**config.mk**
```make
export PLATFORM = sky130hd
export DESIGN_NAME = game_state_tracker
export DESIGN_NICKNAME = d
export VERILOG_FILES = /design/src/rtl/game_pkg.sv /design/src/rtl/hit_popcount.sv /design/src/rtl/game_state_tracker.sv
export SDC_FILE = /design/constraint.sdc
export NUM_CORES = 1
export LEC_CHECK = 0
export ABC_AREA = 1
export CORE_ASPECT_RATIO = 0.7
export CORE_UTILIZATION = 45
export DETAILED_ROUTE_END_ITERATION = 12
export GPL_ROUTABILITY_DRIVEN = 1
export PLACE_DENSITY = 0.74
export RECOVER_POWER = 25
export SYNTH_ARGS = -nofsm -noshare
export SYNTH_HDL_FRONTEND = slang
export SYNTH_SLANG_ARGS = --single-unit
```
**constraint.sdc**
```tcl
create_clock -name Clk -period 4.4 [get_ports Clk]
set_input_delay 0.88 -clock Clk [delete_from_list [all_inputs] [get_ports Clk]]
set_output_delay 0.88 -clock Clk [all_outputs]
set_load 0.01 [all_outputs]
```
**src/rtl/game_pkg.sv**
```systemverilog
// Shared types, default constants and arithmetic helpers for the game state tracker.
package game_pkg;

  typedef enum logic [1:0] {
    PLAYING   = 2'd0,
    HURT      = 2'd1,
    GAME_OVER = 2'd2
  } game_state_t;

  localparam int DEF_ENEMY_NUM   = 4;
  localparam int DEF_BLOOD_W     = 10;
  localparam int DEF_FULL_BLOOD  = 100;
  localparam int DEF_DAMAGE      = 5;
  localparam int DEF_SCORE_W     = 8;
  localparam int DEF_KILL_POINTS = 1;
  localparam int DEF_INV_FRAMES  = 30;
  localparam int DEF_HOLD_FRAMES = 60;

  // Unsigned add that clamps at max_val instead of wrapping.
  function automatic logic [31:0] sat_add(input logic [31:0] a,
                                          input logic [31:0] b,
                                          input logic [31:0] max_val);
    logic [32:0] sum;
    sum = {1'b0, a} + {1'b0, b};
    if (sum > {1'b0, max_val}) begin
      return max_val;
    end
    return sum[31:0];
  endfunction

  // Number of bits needed to hold values 0..max_val, never less than one.
  function automatic int bits_for(input int max_val);
    if (max_val < 1) begin
      return 1;
    end
    return $clog2(max_val + 1);
  endfunction

endpackage

```
**src/rtl/hit_popcount.sv**
```systemverilog
// Combinational population count of an N-bit event vector.
module hit_popcount #(
  parameter int N = 4,
  parameter int W = $clog2(N + 1)
) (
  input  logic [N-1:0] vec,
  output logic [W-1:0] count
);

  // Sum the individual event bits.
  always_comb begin
    count = '0;
    for (int i = 0; i < N; i++) begin
      count = count + W'(vec[i]);
    end
  end

endmodule

```
**src/rtl/game_state_tracker.sv**
```systemverilog
// Frame-synchronous player health / score tracker with invulnerability
// window and a latched, timed game-over state.
module game_state_tracker
  import game_pkg::*;
#(
  parameter int ENEMY_NUM   = DEF_ENEMY_NUM,
  parameter int BLOOD_W     = DEF_BLOOD_W,
  parameter int FULL_BLOOD  = DEF_FULL_BLOOD,
  parameter int DAMAGE      = DEF_DAMAGE,
  parameter int SCORE_W     = DEF_SCORE_W,
  parameter int KILL_POINTS = DEF_KILL_POINTS,
  parameter int INV_FRAMES  = DEF_INV_FRAMES,
  parameter int HOLD_FRAMES = DEF_HOLD_FRAMES
) (
  input  logic                 Clk,
  input  logic                 Reset,
  input  logic                 game_frame_clk_rising_edge,
  input  logic [ENEMY_NUM-1:0] Enemy_Attack_Hit,
  input  logic [ENEMY_NUM-1:0] Enemy_Kill,
  input  logic                 Restart,
  output logic [BLOOD_W-1:0]   Player_Blood,
  output logic [SCORE_W-1:0]   Total_Score,
  output logic                 Game_Over_On,
  output logic                 Invuln_On,
  output logic                 Restart_Ready
);

  // Count width for popcounts, and a product width wide enough for the
  // worst case of every enemy contributing the larger per-event weight.
  localparam int CW    = $clog2(ENEMY_NUM + 1);
  localparam int MAXPT = (DAMAGE > KILL_POINTS) ? DAMAGE : KILL_POINTS;
  localparam int DW    = bits_for(ENEMY_NUM * MAXPT);
  localparam int IW    = bits_for(INV_FRAMES);
  localparam int HW    = bits_for(HOLD_FRAMES);

  localparam logic [31:0] SCORE_MAX = (SCORE_W >= 32) ? 32'hFFFF_FFFF
                                    : 32'((64'd1 << SCORE_W) - 64'd1);

  game_state_t        state_reg, state_next;
  logic [BLOOD_W-1:0] blood_reg, blood_next;
  logic [SCORE_W-1:0] score_reg, score_next;
  logic [IW-1:0]      inv_cnt_reg, inv_cnt_next;
  logic [HW-1:0]      hold_cnt_reg, hold_cnt_next;

  logic [CW-1:0] hits;
  logic [CW-1:0] kills;
  logic [DW-1:0] dmg;
  logic [DW-1:0] pts;
  logic          hold_done;
  logic          lethal;

  hit_popcount #(.N(ENEMY_NUM), .W(CW)) u_hit_count (
    .vec   (Enemy_Attack_Hit),
    .count (hits)
  );

  hit_popcount #(.N(ENEMY_NUM), .W(CW)) u_kill_count (
    .vec   (Enemy_Kill),
    .count (kills)
  );

  assign dmg       = DW'(hits) * DW'(DAMAGE);
  assign pts       = DW'(kills) * DW'(KILL_POINTS);
  assign lethal    = 32'(dmg) >= 32'(blood_reg);
  assign hold_done = (hold_cnt_reg == HW'(HOLD_FRAMES));

  // State, health, score and counter registers with synchronous reset.
  always_ff @(posedge Clk) begin
    if (Reset) begin
      state_reg    <= PLAYING;
      blood_reg    <= BLOOD_W'(FULL_BLOOD);
      score_reg    <= '0;
      inv_cnt_reg  <= '0;
      hold_cnt_reg <= '0;
    end else begin
      state_reg    <= state_next;
      blood_reg    <= blood_next;
      score_reg    <= score_next;
      inv_cnt_reg  <= inv_cnt_next;
      hold_cnt_reg <= hold_cnt_next;
    end
  end

  // Next-state logic; everything holds unless a frame tick arrives.
  always_comb begin
    state_next    = state_reg;
    blood_next    = blood_reg;
    score_next    = score_reg;
    inv_cnt_next  = inv_cnt_reg;
    hold_cnt_next = hold_cnt_reg;

    if (game_frame_clk_rising_edge) begin
      case (state_reg)
        PLAYING: begin
          // Kill points land before any lethal hit is resolved.
          score_next = SCORE_W'(sat_add(32'(score_reg), 32'(pts), SCORE_MAX));
          if (hits != '0) begin
            if (lethal) begin
              blood_next    = '0;
              state_next    = GAME_OVER;
              hold_cnt_next = '0;
            end else begin
              blood_next   = blood_reg - BLOOD_W'(dmg);
              state_next   = HURT;
              inv_cnt_next = IW'(INV_FRAMES - 1);
            end
          end
        end

        HURT: begin
          // Hits are ignored while invulnerable; kills still count.
          score_next = SCORE_W'(sat_add(32'(score_reg), 32'(pts), SCORE_MAX));
          if (inv_cnt_reg == '0) begin
            state_next = PLAYING;
          end else begin
            inv_cnt_next = inv_cnt_reg - IW'(1);
          end
        end

        GAME_OVER: begin
          // A restart only counts once the hold window has fully elapsed.
          if (hold_done && Restart) begin
            state_next    = PLAYING;
            blood_next    = BLOOD_W'(FULL_BLOOD);
            score_next    = '0;
            hold_cnt_next = '0;
            inv_cnt_next  = '0;
          end else if (!hold_done) begin
            hold_cnt_next = hold_cnt_reg + HW'(1);
          end
        end

        default: begin
          state_next = PLAYING;
        end
      endcase
    end
  end

  assign Player_Blood  = blood_reg;
  assign Total_Score   = score_reg;
  assign Game_Over_On  = (state_reg == GAME_OVER);
  assign Invuln_On     = (state_reg == HURT);
  assign Restart_Ready = (state_reg == GAME_OVER) && hold_done;

endmodule

```
==> summary.md <==
| Metric | Value |
|---|---|
| Status | `finished, final reports clean` |
| Root buffer cell | `clkbuf_8` |
| Max cap viols | `0` |
| Reg clk slew, reported paths | `0.06 ns` |
| Global route total overflow | `0` |
| Vias after detailed routing | `about 2400` |
| Type of the worst min-delay path | `reg -> reg` |
| WP data required | `4.58 ns` |
| Clk_lat worst skew | `0.28 ns` |
| Area growth syn-to-layout | `18.6%` |
| Syn_area_per_cell | `6.52 um^2` |
| ANT cells | `0` |
| Nets | `436` |
| GPL Wtd Cong | `0.889` |
| Ys Warns | `0` |
| CP endpoint kind | `register` |
| Gate Count Post-Synth | `approximately 370` |
| Slowest cell delay on critical path | `0.47 ns` |
| Largest register FFs | `10` |
| Std-Cell Rows | `21` |
| Clk_skew | `~0.0056 ns` |
| Simple-gate area share of the yosys netlist | `39.3%` |
| Setup CP Type | `in -> reg` |
| R2r setup slk | `around 2.2 ns` |
| DR vias/cell | `4.98` |
| Cell variety after synth | `32` |
| Vias in the first global route | `roughly 2200` |
| WL/cell | `approximately 11 um` |
| WL final | `around 5400 um` |
| Initial antenna violation count | `0` |
| Hold Path Stages | `2` |
| Hold Violations, Final | `0` |
| Die area | `5680 um^2` |
| Highest-count cells in the layout ignoring fill and taps | `99 x nand2_1, 48 x inv_1, 42 x nor2_1, 36 x nand3_1, 31 x dfxtp_1` |
| 1st-iter DRT viols | `113` |
| Cell repeated most along the worst path | `nand2_1` |
| R2r endpoint | `Player_Blood[3]$_SDFFE_PP0P_` |
| Starting Density | `48.7%` |
| CP max-delay cell | `fa_1` |
| R2r worst-path depth | `14` |
| Max FO, Critical Path | `7` |
| Std-Cell Core Area | `4970 um^2` |
| Max Slew Vio Count | `0` |
| Max Buffers Root-to-Sink | `2` |
| DRC | `0` |
| ANT nets after route | `0` |
| Peak Freq | `0.267 GHz` |
| Hold path start | `inv_cnt_reg[0]$_SDFFE_PP0P_` |
| Main combinational cell family by area after synthesis | `simple AND/OR/NAND/NOR gates` |
| Worst setup SP type | `primary input` |
| RSZ-0062 raised after global routing | `no` |
| Largest net degree at the start of global routing | `16` |
| WHS Endpoint | `inv_cnt_reg[0]$_SDFFE_PP0P_` |
| Tightest Pin Transition | `0.671 ns` |
| Post-cts resize count | `0` |
| Setup violators final | `0` |
| FILL cells | `477` |
| Post-synthesis sequential area ratio | `25.7%` |
| Tcrit/Tclk final | `85.1%` |
| H-tree depth | `2` |
| Static leakage | `1.41 nW` |
| Gr usage total | `21.7%` |
| Hold-fix buffers at CTS | `0` |
| Mapped Area | `between 2000 and 2500 um^2` |
| Worst VDD drop | `approximately 180 uV` |
| Critical path, cell by cell | `clkdlybuf4s50_1, ha_1, inv_1, fa_1, inv_1, ha_1, xnor2_1, ha_1, a21oi_1, nand2_1, nand2_1, nand2_1, nand2_1, nand2_1, nand2_1, nand2_1, nand2_1, nor2_1` |
| Share of cells above drive strength 1 | `a little under 8%` |
| Post-synth EDFFs | `0` |
| Multiplexer area fraction after synthesis | `0%` |
| Setup TNS | `0 ns` |
| Global-route wire length before repair | `9670 um` |
| Sink Count | `31` |
| 1st-pass router iterations | `4` |
| R2R Path Start | `Player_Blood[0]$_SDFFE_PP0P_` |
| Ys async rst share | `0%` |
| PortBufs | `32` |
| Post-Syn Nets | `about 400` |
| Post-Synth XOR/XNOR Area | `3.62%` |
| Die height | `approximately 63 um` |
| Post-synthesis compound-gate area fraction | `9.11%` |
| Critical path arrival | `slightly below 4 ns` |
| Top_reg_cell synth | `dfxtp_1` |
| CTS Buf Count | `5` |
| Overall Power | `~1.2 mW` |
| CTS tree | `built` |
| Die Width | `89.6 um` |
| Adder-cell share of the synthesized area | `around an eighth` |
| Slew HR | `55.1%` |
| Most common cell after layout, fill and taps aside | `nand2_1` |
| Setup repair bufs after CTS | `0` |
| Post-synthesis register bit count | `31` |
| Final critical-path required period | `3.74 ns` |
| Detailed placement HPWL | `4250 um` |
| PwrDens | `422 nW/um^2` |
| IO Pins | `33` |
[cells by family after synthesis]
family / Yosys count
adder cells (fa/ha/maj): 21
flip-flops: 31
AO/OA/AOI/OAI: 43
XOR/XNOR: 10
AND/OR/NAND/NOR: 204
buffers and inverters: 62
[synth_stat cells, types with 4 or more instances]
| cell | count | area, um^2 |
|---|---|---|
| inv_2 | 6 | 22.5 |
| xor2_1 | 6 | 52.6 |
| ha_1 | 17 | 213 |
| nor2_1 | 42 | 158 |
| dfxtp_1 | 31 | 621 |
| nand2_1 | 99 | 372 |
| xnor2_1 | 4 | 35.0 |
| fa_1 | 4 | 80.1 |
| a21oi_1 | 26 | 130 |
| o21ai_0 | 12 | 60.1 |
| inv_1 | 48 | 180 |
| nand4_1 | 6 | 37.5 |
| nor2_2 | 4 | 25.0 |
| nand3_1 | 36 | 180 |
[stage by stage]
stage / util (%) / setup WS [ns] / area (um^2) / instances / hold WS, ns
global route: 57.8 / 0.356 / 2870 / 473 / 0.512
detailed placement: 56.1 / 0.361 / 2790 / 465 / 0.475
global placement: 56.1 / 0.405 / 2790 / 465 / 0.463
CTS: 57.8 / 0.645 / 2870 / 473 / 0.491
floorplan: - / 1.07 / 2420 / 371 / 0.452
finish: 57.8 / 0.655 / 2870 / 473 / 0.486
[metal layers]
layer,track usage [%],vias to the layer above,share of wire [%]
met5,0,-,0
met4,6.35,0,0.79
met3,4.19,5,6.3
met2,31.6,70,42
met1,32.0,1036,51
li1,-,1245,-
[how the worst max path moves through the flow]
stage,startpoint,to,slack (ns),depth (start not counted)
2_1_floorplan,Enemy_Attack_Hit[0],inv_cnt_reg[0]$_SDFFE_PP0P_,1.07,16
3_3_place_gp,Enemy_Attack_Hit[0],hold_cnt_reg[1]$_SDFFE_PP0P_,0.41,17
3_5_place_dp,Enemy_Attack_Hit[1],inv_cnt_reg[1]$_SDFFE_PP0P_,0.36,17
4_1_cts,Enemy_Attack_Hit[1],inv_cnt_reg[3]$_SDFFE_PP0P_,0.65,17
5_1_grt,Enemy_Attack_Hit[0],hold_cnt_reg[4]$_SDFFE_PP0P_,0.36,17
6_report,Enemy_Attack_Hit[0],Player_Blood[8]$_SDFFE_PP0P_,0.66,18
[report_power, final]
part | switching, mW | internal [mW]
Combinational | 0.367 | 0.240
Sequential | 0.0568 | 0.331
Clock | 0.105 | 0.111
Total | 0.529 | 0.681
[worst max-delay path: cells and delay by family]
kind | cells | cell delay, ns
adder cells (fa/ha/maj) | 4 | 1.32
AO/OA/AOI/OAI | 1 | 0.21
AND/OR/NAND/NOR | 9 | 0.85
buffers and inverters | 3 | 0.51
XOR/XNOR | 1 | 0.13
[layout make-up]
| type | instances | area [um^2] | share of cell area, % |
|---|---|---|---|
| timing repair buffer | 32 | 320 | 11.2 |
| clock buffer | 7 | 76.3 | 2.66 |
| sequential | 31 | 621 | 21.6 |
| multi-input combinational | 278 | 1550 | 54.1 |
| inverter | 55 | 209 | 7.28 |
| clock inverter | 1 | 5.00 | 0.174 |
| tap | 69 | 86.3 | 3.01 |
No activity file was read; power rests on OpenSTA's default activity.
==> variant: new RTL, config.mk and constraints unchanged <==
Make the reset (`Reset`) asynchronous in one clocked block. Comments in the files are not updated.
--- a/src/rtl/game_state_tracker.sv
+++ b/src/rtl/game_state_tracker.sv
@@ -66,5 +66,5 @@
 
   // State, health, score and counter registers with synchronous reset.
-  always_ff @(posedge Clk) begin
+  always_ff @(posedge Clk or posedge Reset) begin
     if (Reset) begin
       state_reg    <= PLAYING;
Check against the original RTL: differs if Reset is asserted again (counterexample within 4 cycles, from zero or initial values and one cycle with Reset high); with Reset held inactive, the same outputs for 10 cycles.
==> variant against the original RTL <==
- final area up 5.9%
- maximum frequency decreased by 7.8%
- sequential cell count did not move
- area after synthesis grew 3.5%
- wire length up 7.0%
- sequential share of layout area increased by 4.0 points
- setup slack got worse by 0.32 ns
- clock power up 40%
- combinational power up 71%
- die area up 3.4%
- hold slack better by 0.018 ns
- total power is 54% higher
- critical endpoint is now inv_cnt_reg[3]$_DFFE_PP0P_
==> variant: results (changes against the original RTL) <==
number of antenna violations at the first check in global routing=0 (unchanged); worst vdd ir=0.000315 V (+72%); Hold Path Cell Cnt=2 (unchanged); H-tree Lvls=2 (unchanged); gpl congestion=0.944 (+6.2%); routed len/inst=12.2 um (+6.5%); CTS buffer count=5 (unchanged); vias in the first global route=2,089 (-3.3%); crit-path max cell delay=0.42 ns (-0.05 ns); worst hold endpoint=Player_Blood[2]$_DFFE_PP1P_; worst r2r dst=inv_cnt_reg[3]$_DFFE_PP0P_; hold path start=Player_Blood[2]$_DFFE_PP1P_; Seq/Total Area, Yosys=0.312 (+0.0549); Final HPWL DP=4490 um (+5.7%); max reg flops=10 (unchanged); clk slew on worst S/H paths=0.07 ns; Resized cells post-CTS=0 (unchanged); CP max-delay cell=fa_1; layout cells sized above 1=0.0893 (+0.0101); Worst-Skew Late Latency=0.30 ns (+0.02 ns); Layout Skew=0.00740 ns (+0.00182 ns); top cells by area, synth=dfrtp_1, nand2_1, inv_1; flop-to-flop setup slack=2.05 ns (-0.12 ns); crit path DAT=4.30 ns (+0.38 ns); Post-synth top flop=dfrtp_1; Starting DRT DRC Count=140 (+24%); syn_nets=395 (-2.2%); TritonRoute pass-1 iters=5 (+1); pre-CTS setup slack=0.0360 ns (-0.325 ns); crit-path leading delay family=adder cells; PortBufs=32 (unchanged); Worst R2R Start=Player_Blood[0]$_DFFE_PP0P_; Final #Nets=435 (-0.23%); Slew headroom=0.467 (-0.0845); number of fill cells=521 (+9.2%); clk buf depth=2 (unchanged); largest net degree at the start of global routing=22 (+6); ant diodes=0 (unchanged); Unique masters post-synth=31 (-3.1%); number of vias per cell=4.99 (+0.26%); CTS root buffer=clkbuf_8; Hold Crit Class=flop to flop; GRT Util Overall=0.214 (-0.00288); Post-CTS Repair Setup Buffers=0 (unchanged); Async S/R FF share, synth=1.00 (+1.00); max-slew violations=0 (unchanged); synth warn=0 (unchanged); Pleak=1.60 nW (+14%); global-route wire length before repair=9720 um (+0.51%); top cells by count, synth=nand2_1, inv_1, dfrtp_1, nand3_1, nor2_1; CP Max Fanout=7 (unchanged); R2R depth=13 (-1); Hold Slack=0.505 ns (+0.0184 ns); status=complete, no violations
variant: cell types whose count changed after synthesis, moves of 4 or more:
cell | before | now
nor2_1 | 42 | 26
a21oi_1 | 26 | 8
nand2_1 | 99 | 126
inv_1 | 48 | 58
dfrtp_1 | 0 | 28
nand3_1 | 36 | 28
o21ai_0 | 12 | 16
dfxtp_1 | 31 | 0
variant: how the worst max path moves through the flow:
stage / start / to / slack (ns)
2_1_floorplan: Enemy_Attack_Hit[0] / inv_cnt_reg[0]$_DFFE_PP0P_ / 0.85
3_3_place_gp: Enemy_Attack_Hit[0] / inv_cnt_reg[4]$_DFFE_PP0P_ / 0.11
3_5_place_dp: Enemy_Attack_Hit[0] / inv_cnt_reg[3]$_DFFE_PP0P_ / 0.04
4_1_cts: Enemy_Attack_Hit[0] / inv_cnt_reg[3]$_DFFE_PP0P_ / 0.33
5_1_grt: Enemy_Attack_Hit[0] / inv_cnt_reg[4]$_DFFE_PP0P_ / 0.008
6_report: Enemy_Attack_Hit[0] / inv_cnt_reg[3]$_DFFE_PP0P_ / 0.34
variant: stage by stage:
step                       util  cells  cell area (um2)
after floorplan               -    362             2500
after global placement    0.553    467             2920
after detailed placement  0.553    467             2920
after CTS                 0.575    475             3040
after global routing      0.575    475             3040
final                     0.575    475             3040
variant: worst reg2reg max path, stage by stage, from the launching register on:
cell,delay (ns)
dfrtp_1,0.38
inv_1,0.06
ha_1,0.23
fa_1,0.43
inv_1,0.10
nand2_1,0.05
nand2_1,0.07
nand3_1,0.14
nand2_1,0.16
nand2_1,0.08
nand3_1,0.24
nand2_2,0.14
nand2_1,0.09
nand2_1,0.05
variant: cell type report:
type                       count  area share
clock buffer                   6      0.0272
clock inverter                 2      0.0115
inverter                      62      0.0766
multi-input combinational    269       0.491
sequential                    31       0.257
tap                           72      0.0297
timing repair buffer          33       0.108
variant: layer usage:
layer / wire length, um / share of wire / up-vias / global-route usage
li1: - / - / 1213 / -
met1: 3000 / 0.52 / 1094 / 0.318
met2: 2450 / 0.42 / 57 / 0.310
met3: 279 / 0.048 / 8 / 0.0333
met4: 81 / 0.014 / 0 / 0.0833
met5: 0 / 0 / - / 0
variant: power by group:
part	internal (mW)	switching (mW)
logic	0.431	0.610
registers	0.398	0.127
clock network	0.183	0.119
total	1.01	0.856
variant: kinds of logic after synthesis:
| kind of cell | after synthesis | share of synthesized area |
|---|---|---|
| fa+ha+maj | 21 | 0.120 |
| simple gates | 212 | 0.392 |
| flops | 31 | 0.312 |
| compound gates | 30 | 0.0620 |
| buf+inv | 62 | 0.0930 |
| xor+xnor | 6 | 0.0210 |
